==> src/rtl/tlc5955_scheduler_pkg.sv <==
// Shared types and constants for the TLC5955 frame/config scheduler.
// Holds the FSM encoding, transfer source, device word counts and a width helper.
package tlc5955_scheduler_pkg;

    typedef enum logic [1:0] {IDLE, START, XFER, DONE} state_t;
    typedef enum logic {PIX = 1'b0, CFG = 1'b1} src_t;

    localparam int NumPixels      = 48;
    localparam int NumConfigWords = 24;

    // Bits needed to index n items; never narrower than one bit.
    function automatic int clog2(input int n);
        int w;
        w = 1;
        while ((1 << w) < n) w++;
        return w;
    endfunction

endpackage

==> src/rtl/tlc5955_scheduler_frame_timer.sv <==
// Free-running reload counter: tick is high for one cycle every Period clocks.
// Period of 0 or 1 means a slot every cycle.
module frame_timer
    import tlc5955_scheduler_pkg::*;
#(
    parameter int Period = 100000
) (
    input  logic clk,
    input  logic reset,
    output logic tick
);

    if (Period <= 1) begin : g_every
        assign tick = 1'b1;
    end else begin : g_count
        localparam int W = clog2(Period);
        logic [W-1:0] count;

        always_ff @(posedge clk or negedge reset) begin
            if (!reset)
                count <= W'(Period - 1);
            else if (count == '0)
                count <= W'(Period - 1);
            else
                count <= count - 1'b1;
        end

        assign tick = (count == '0);
    end

endmodule

==> src/rtl/tlc5955_scheduler.sv <==
// Decides when tlc5955_spi starts a transfer and whether it carries config or pixels;
// steers next_data/data between the config store and the pixel FIFO.
module tlc5955_scheduler
    import tlc5955_scheduler_pkg::*;
#(
    parameter int DaisyChain   = 1,
    parameter int FramePeriod  = 100000,
    parameter int ConfigRepeat = 2
) (
    input  logic                                        clk,
    input  logic                                        reset,
    input  logic                                        enable,
    input  logic                                        cfg_request,
    input  logic                                        frame_valid,
    output logic [clog2(NumConfigWords*DaisyChain)-1:0] cfg_addr,
    input  logic [15:0]                                 cfg_data,
    input  logic [15:0]                                 pix_data,
    output logic                                        pix_next,
    output logic                                        cfg_done,
    output logic                                        frame_done,
    output logic                                        frame_missed,
    output logic                                        spi_transfer,
    output logic                                        spi_config_bit,
    output logic [15:0]                                 spi_data,
    input  logic                                        spi_busy,
    input  logic                                        spi_next_data
);

    localparam int AddrW       = clog2(NumConfigWords * DaisyChain);
    localparam int LastAddr    = NumConfigWords * DaisyChain - 1;
    localparam int RepW        = clog2(ConfigRepeat);
    localparam bit BackToBack  = (FramePeriod == 0);

    state_t          state, state_nxt;
    src_t            src, src_nxt;
    logic [RepW-1:0] repeat_cnt, repeat_nxt;
    logic            cfg_pending, cfg_again, frame_due, tick;
    logic            take_cfg, take_pix, restart_cfg, last_cfg, active;

    frame_timer #(.Period(FramePeriod)) u_timer (
        .clk   (clk),
        .reset (reset),
        .tick  (tick)
    );

    always_comb begin
        state_nxt   = state;
        src_nxt     = src;
        repeat_nxt  = repeat_cnt;
        take_cfg    = 1'b0;
        take_pix    = 1'b0;
        restart_cfg = 1'b0;
        last_cfg    = 1'b0;
        case (state)
            IDLE: if (enable) begin
                if (cfg_pending) begin
                    src_nxt    = CFG;
                    repeat_nxt = RepW'(ConfigRepeat - 1);
                    take_cfg   = 1'b1;
                    state_nxt  = START;
                end else if (frame_due && frame_valid) begin
                    src_nxt   = PIX;
                    take_pix  = 1'b1;
                    state_nxt = START;
                end
            end
            START: if (spi_busy) state_nxt = XFER;
            XFER:  if (!spi_busy) state_nxt = DONE;
            DONE: begin
                if (src == CFG && repeat_cnt != '0) begin
                    repeat_nxt  = repeat_cnt - 1'b1;
                    restart_cfg = 1'b1;
                    state_nxt   = START;
                end else begin
                    last_cfg  = (src == CFG);
                    state_nxt = IDLE;
                end
            end
            default: state_nxt = IDLE;
        endcase
    end

    // Everything below decodes registered state, so reset clears it without waiting for a clock.
    assign active         = (state != IDLE);
    assign spi_transfer   = (state == START);
    assign spi_config_bit = (state == START) && (src == CFG);
    assign cfg_done       = (state == DONE) && (src == CFG) && (repeat_cnt == '0);
    assign frame_done     = (state == DONE) && (src == PIX);
    assign spi_data       = !active ? 16'h0 : (src == CFG) ? cfg_data : pix_data;
    assign pix_next       = active && (src == PIX) && spi_next_data;

    always_ff @(posedge clk or negedge reset) begin
        if (!reset) begin
            state        <= IDLE;
            src          <= PIX;
            repeat_cnt   <= '0;
            cfg_addr     <= '0;
            cfg_pending  <= 1'b1;
            cfg_again    <= 1'b0;
            frame_due    <= 1'b0;
            frame_missed <= 1'b0;
        end else begin
            state      <= state_nxt;
            src        <= src_nxt;
            repeat_cnt <= repeat_nxt;

            if (take_cfg || restart_cfg)
                cfg_addr <= '0;
            else if (active && src == CFG && spi_next_data)
                cfg_addr <= (cfg_addr == AddrW'(LastAddr)) ? '0 : cfg_addr + 1'b1;

            // A request landing mid-config must survive the clear at the end of that sequence.
            if (last_cfg)
                cfg_pending <= cfg_again | cfg_request;
            else if (cfg_request)
                cfg_pending <= 1'b1;

            if (last_cfg)
                cfg_again <= 1'b0;
            else if (cfg_request && active && src == CFG)
                cfg_again <= 1'b1;

            frame_missed <= tick && frame_due && !take_pix && !BackToBack;
            if (tick)
                frame_due <= 1'b1;
            else if (take_pix)
                frame_due <= 1'b0;
        end
    end

endmodule

==> config.mk <==
export PLATFORM = sky130hd
export DESIGN_NAME = tlc5955_scheduler
export DESIGN_NICKNAME = d
export VERILOG_FILES = /design/src/rtl/tlc5955_scheduler_pkg.sv /design/src/rtl/tlc5955_scheduler_frame_timer.sv /design/src/rtl/tlc5955_scheduler.sv
export SDC_FILE = /design/constraint.sdc
export NUM_CORES = 1
export LEC_CHECK = 0
export CAP_MARGIN = 20
export CORE_MARGIN = 5
export CORE_UTILIZATION = 45
export DETAILED_ROUTE_END_ITERATION = 7
export GPL_TIMING_DRIVEN = 1
export PLACE_DENSITY_LB_ADDON = 0.25
export SYNTH_ARGS = -nofsm -noshare
export SYNTH_HDL_FRONTEND = slang
export SYNTH_SLANG_ARGS = --single-unit
==> constraint.sdc <==
create_clock -name clk -period 1.78 [get_ports clk]
set_input_delay 0.267 -clock clk [delete_from_list [all_inputs] [get_ports clk]]
set_output_delay 0.267 -clock clk [all_outputs]
set_load 0.01 [all_outputs]
==> impl_summary.md <==
Die
The die width is 73.9 µm. Pin placement for this block handled 66 I/O pins. The floorplan has 23 rows. The floorplan step defined a core boundary enclosing slightly below 0.004 mm². The starting utilization of the core area is about 46%. The total die area is between 0.005 and 0.006 mm². The height of the chip is 73.9 µm.

Worst setup path
Of all nets on the critical path, the largest fanout is 16. On the worst path, the slowest cell contributes a delay of 0.39 ns. The worst reg2reg path depth is 4.

Broken down by cell family, the worst path's largest delay share belongs to buffers and inverters. The cell with the biggest individual delay on the critical path is sky130_fd_sc_hd__dfrtp_1. The startpoint identified for the worst register-to-register timing path is u_timer.g_count.count[3]$_DFF_PN1_.

Across all register-to-register paths, the minimum setup slack is around 0.11 ns. The data required time of the critical path is about 1.5 ns. The arrival time of data at the critical path endpoint is around 1.5 ns. The signal on the critical path passes through inv_1 -> ha_4 -> buf_12 -> nor2_1 -> clkdlybuf4s15_1. The critical path is of the reg -> out type.

The most critical setup path has its startpoint at state[0]$_DFFE_PN0P_. The count of buffering cells on the critical path with inverters included is 3. The startpoint type of the worst setup path is a register. The worst setup path is captured at an output pin.

In this run the critical register-to-register path is captured at u_timer.g_count.count[13]$_DFF_PN0_.

Synth
The most common flop cell mapped by yosys is sky130_fd_sc_hd__dfrtp_1. The average instance area after synthesis is around 9.4 µm². The synthesized instance count is 196. The share of the Yosys chip area taken by registers is between 40% and 50%.

Yosys attributes the largest share of cell area to sky130_fd_sc_hd__dfrtp_1, sky130_fd_sc_hd__dfstp_2, sky130_fd_sc_hd__mux2i_1, sky130_fd_sc_hd__nor2_1, sky130_fd_sc_hd__ha_1. The commonest cells after synthesis are sky130_fd_sc_hd__nor2_1, sky130_fd_sc_hd__nand2_1, sky130_fd_sc_hd__dfrtp_1, sky130_fd_sc_hd__mux2i_1, sky130_fd_sc_hd__dfstp_2. The cell type contributing the most total cell area after synthesis is sky130_fd_sc_hd__dfrtp_1. The dominant cell by count in the synthesized netlist is sky130_fd_sc_hd__nor2_1. The cell area after synthesis is 0.00184 mm². After synthesis the netlist holds a flip-flop and latch count of 30. The number of distinct library cell variants in the gate-level netlist after synthesis is 39. The share of synthesized area in the top cell type comes to between 20 and 30%.

The total nets after synthesis is 242. Yosys mapped a number of flops with a built-in enable equal to 0. The Yosys warning count is 0. For this run, asynchronously set or reset flops after synthesis account for 100%.

Run
Max-cap violations in this run came to 0.

STA
Measured against its own limit, the worst slew margin works out to between 70% and 80%. The final worst-path cycle share is between 90 and 100%. The fmax is 0.580 GHz. The smallest clock period supported by the final layout is computed as around 1.7 ns. On the final layout, the worst hold slack is about 0.37 ns.

At the pin with the least slew margin, the transition time is about 0.4 ns. The setup TNS after final layout is 0 ns. Setup repair after global routing left no endpoint under its margin.

The minimum setup slack in the final design is ~0.056 ns. The setup violation total in the final timing report is 0. The final count of pins violating max slew came to 0. The hold violation total from the final report was 0. The clock arrives with around 0.010 ns of skew.

Power and ir drop
Total power for the finished layout comes to 2.99 mW. The worst voltage drop across the vdd grid is between 0.7 and 0.8 mV. For this design the ratio of total power to cell area is roughly 1100 mW/mm². The analysis attributes to cell leakage a power of approximately 1.2 nW.

Layout
The area overhead of the layout relative to synthesis is 47.3%. Cells with a size suffix above 1 make up ~22% of the layout. For this run, the post-layout net count is 322.

The post-layout instance count excluding filler cells is around 330. 0 antenna diodes ended up in the layout.

Detailed routing
The final layout contains routed wiring with a total length of approximately 4300 µm. Dividing the detail-routed wire length by the instance count gives 13.1 µm. Using the TritonRoute via totals, the vias-per-cell ratio works out to between 5 and 6. For this run, design rule violations remaining after detail routing come to 0. The detail route stage leaves a number of antenna-violating nets equal to 0. The count of TritonRoute iterations in the first routing pass is 4. After the first detailed-routing iteration, the DRC count stood at a little under 90. The detailed router placed ~1700 vias in this run.

Place
The total placed cells including tap cells is ~320. The setup slack at placement is -0.0516 ns. Once detailed placement completed, the half-perimeter wirelength came to 3320 µm.

The count of input and output buffers is 65. The congestion estimate from routability-driven global placement came to 0.798.

Global route
The all-layer global routing usage is between 15 and 20%. The remaining global-route overflow is 0. The initial antenna violation count came to 0.

The wire length of the first global-routing pass is roughly 7500 µm. The maximum number of pins on one net before global-route repair is 31. The via count of the first global-routing pass came to between 1500 and 2000.

Clock network
The number of buffers created by CTS is 5. The latest clock arrival within the worst-skew pair is 0.28 ns. After clock tree synthesis, the clock-pin slew on the worst setup and hold paths is about 0.060 ns. For this design, the CTS-stage hold fixing added 0 buffers. The clock net in this run drives a total of 30 sinks. The CTS tree is done. The H-tree generated during clock tree synthesis spans 2 levels.

The root buffer selected by CTS is sky130_fd_sc_hd__clkbuf_8. In this run the deepest clock path goes through 2 buffers.

Min path
The class of the worst hold path is in -> async.

Outcome
The run finished with clean final reports.
## per-layer routing
layer | track usage, % | routed length (µm)
met4 | 7.85 | 51
met2 | 29.5 | 2030
met1 | 20.3 | 1830
met5 | 0 | 0
met3 | 6.84 | 390
## cell families (layout without fill, tap and decap cells)
kind of cell | after synthesis | count (layout) | synth area share [%]
flip-flops | 30 | 30 | 41.6
multiplexers | 20 | 20 | 11.0
AO/OA/AOI/OAI | 18 | 18 | 6.61
XOR/XNOR | 12 | 12 | 5.72
buffers and inverters | 13 | 94 | 3.20
AND/OR/NAND/NOR | 96 | 96 | 27.1
adder cells (fa/ha/maj) | 7 | 7 | 4.77
## per-stage QoR
| stage | instance area (µm²) | util, % |
|---|---|---|
| 6_report | 2710 | 68.1 |
| 5_1_grt | 2710 | 68.1 |
| 4_1_cts | 2730 | 68.8 |
| 3_5_place_dp | 2640 | 66.5 |
| 3_3_place_gp | 2640 | 66.5 |
| 2_1_floorplan | 1840 | - |
## area by class of cell
class / instances / area (µm²)
clock buffer: 8 / 90.1
tap: 50 / 62.6
sequential: 30 / 767
multi-input combinational: 153 / 1040
fill: 319 / 1270
timing repair buffer: 81 / 723
inverter: 5 / 18.8
## placed cells by master, fill, tap and decap left out, drive strengths merged, types with 2 or more instances in the layout
cell           count
nor2b              3
mux2i             19
nor3               3
a21oi              2
a211o              2
xnor2              6
nor4               3
or4                3
dlygate4sd2        4
dfrtp             19
nor3b              2
nand4              3
a31oi              3
buf               16
o21ai              5
nand3             10
dfstp             11
clkdlybuf4s15      2
nor2              36
nand4b             2
ha                 7
nand2             23
inv                5
clkbuf            22
or3                3
clkdlybuf4s50     44
xor2               6
nand3b             2
and2               2
## registers in the layout, indices dropped and copies added, names as in the netlist
signal / flops
cfg_addr: 5
src: 1
frame_due: 1
frame_missed: 1
state: 2
cfg_pending: 1
cfg_again: 1
repeat_cnt: 1
u_timer.g_count.count: 17
## power by group
part	switching (mW)	internal (mW)
combinational	0.749	0.797
clock	0.244	0.315
sequential	0.102	0.785
total	1.09	1.90
## worst max-delay path by stage
stage	cells after the start	slack [ns]	endpoint
CTS	5	0.001	spi_data[13]
floorplan	5	0.18	u_timer.g_count.count[7]$_DFF_PN1_
detailed placement	5	-0.05	spi_data[3]
global placement	5	-0.01	spi_data[12]
finish	5	0.06	spi_data[13]
global route	5	0.0002	spi_data[9]
## timing repair
action	in CTS	in global routing
endpoints found under the setup margin	21	32
buffers inserted	2	0
gates resized for setup	24	35
Power figures use the tool's default switching activity.
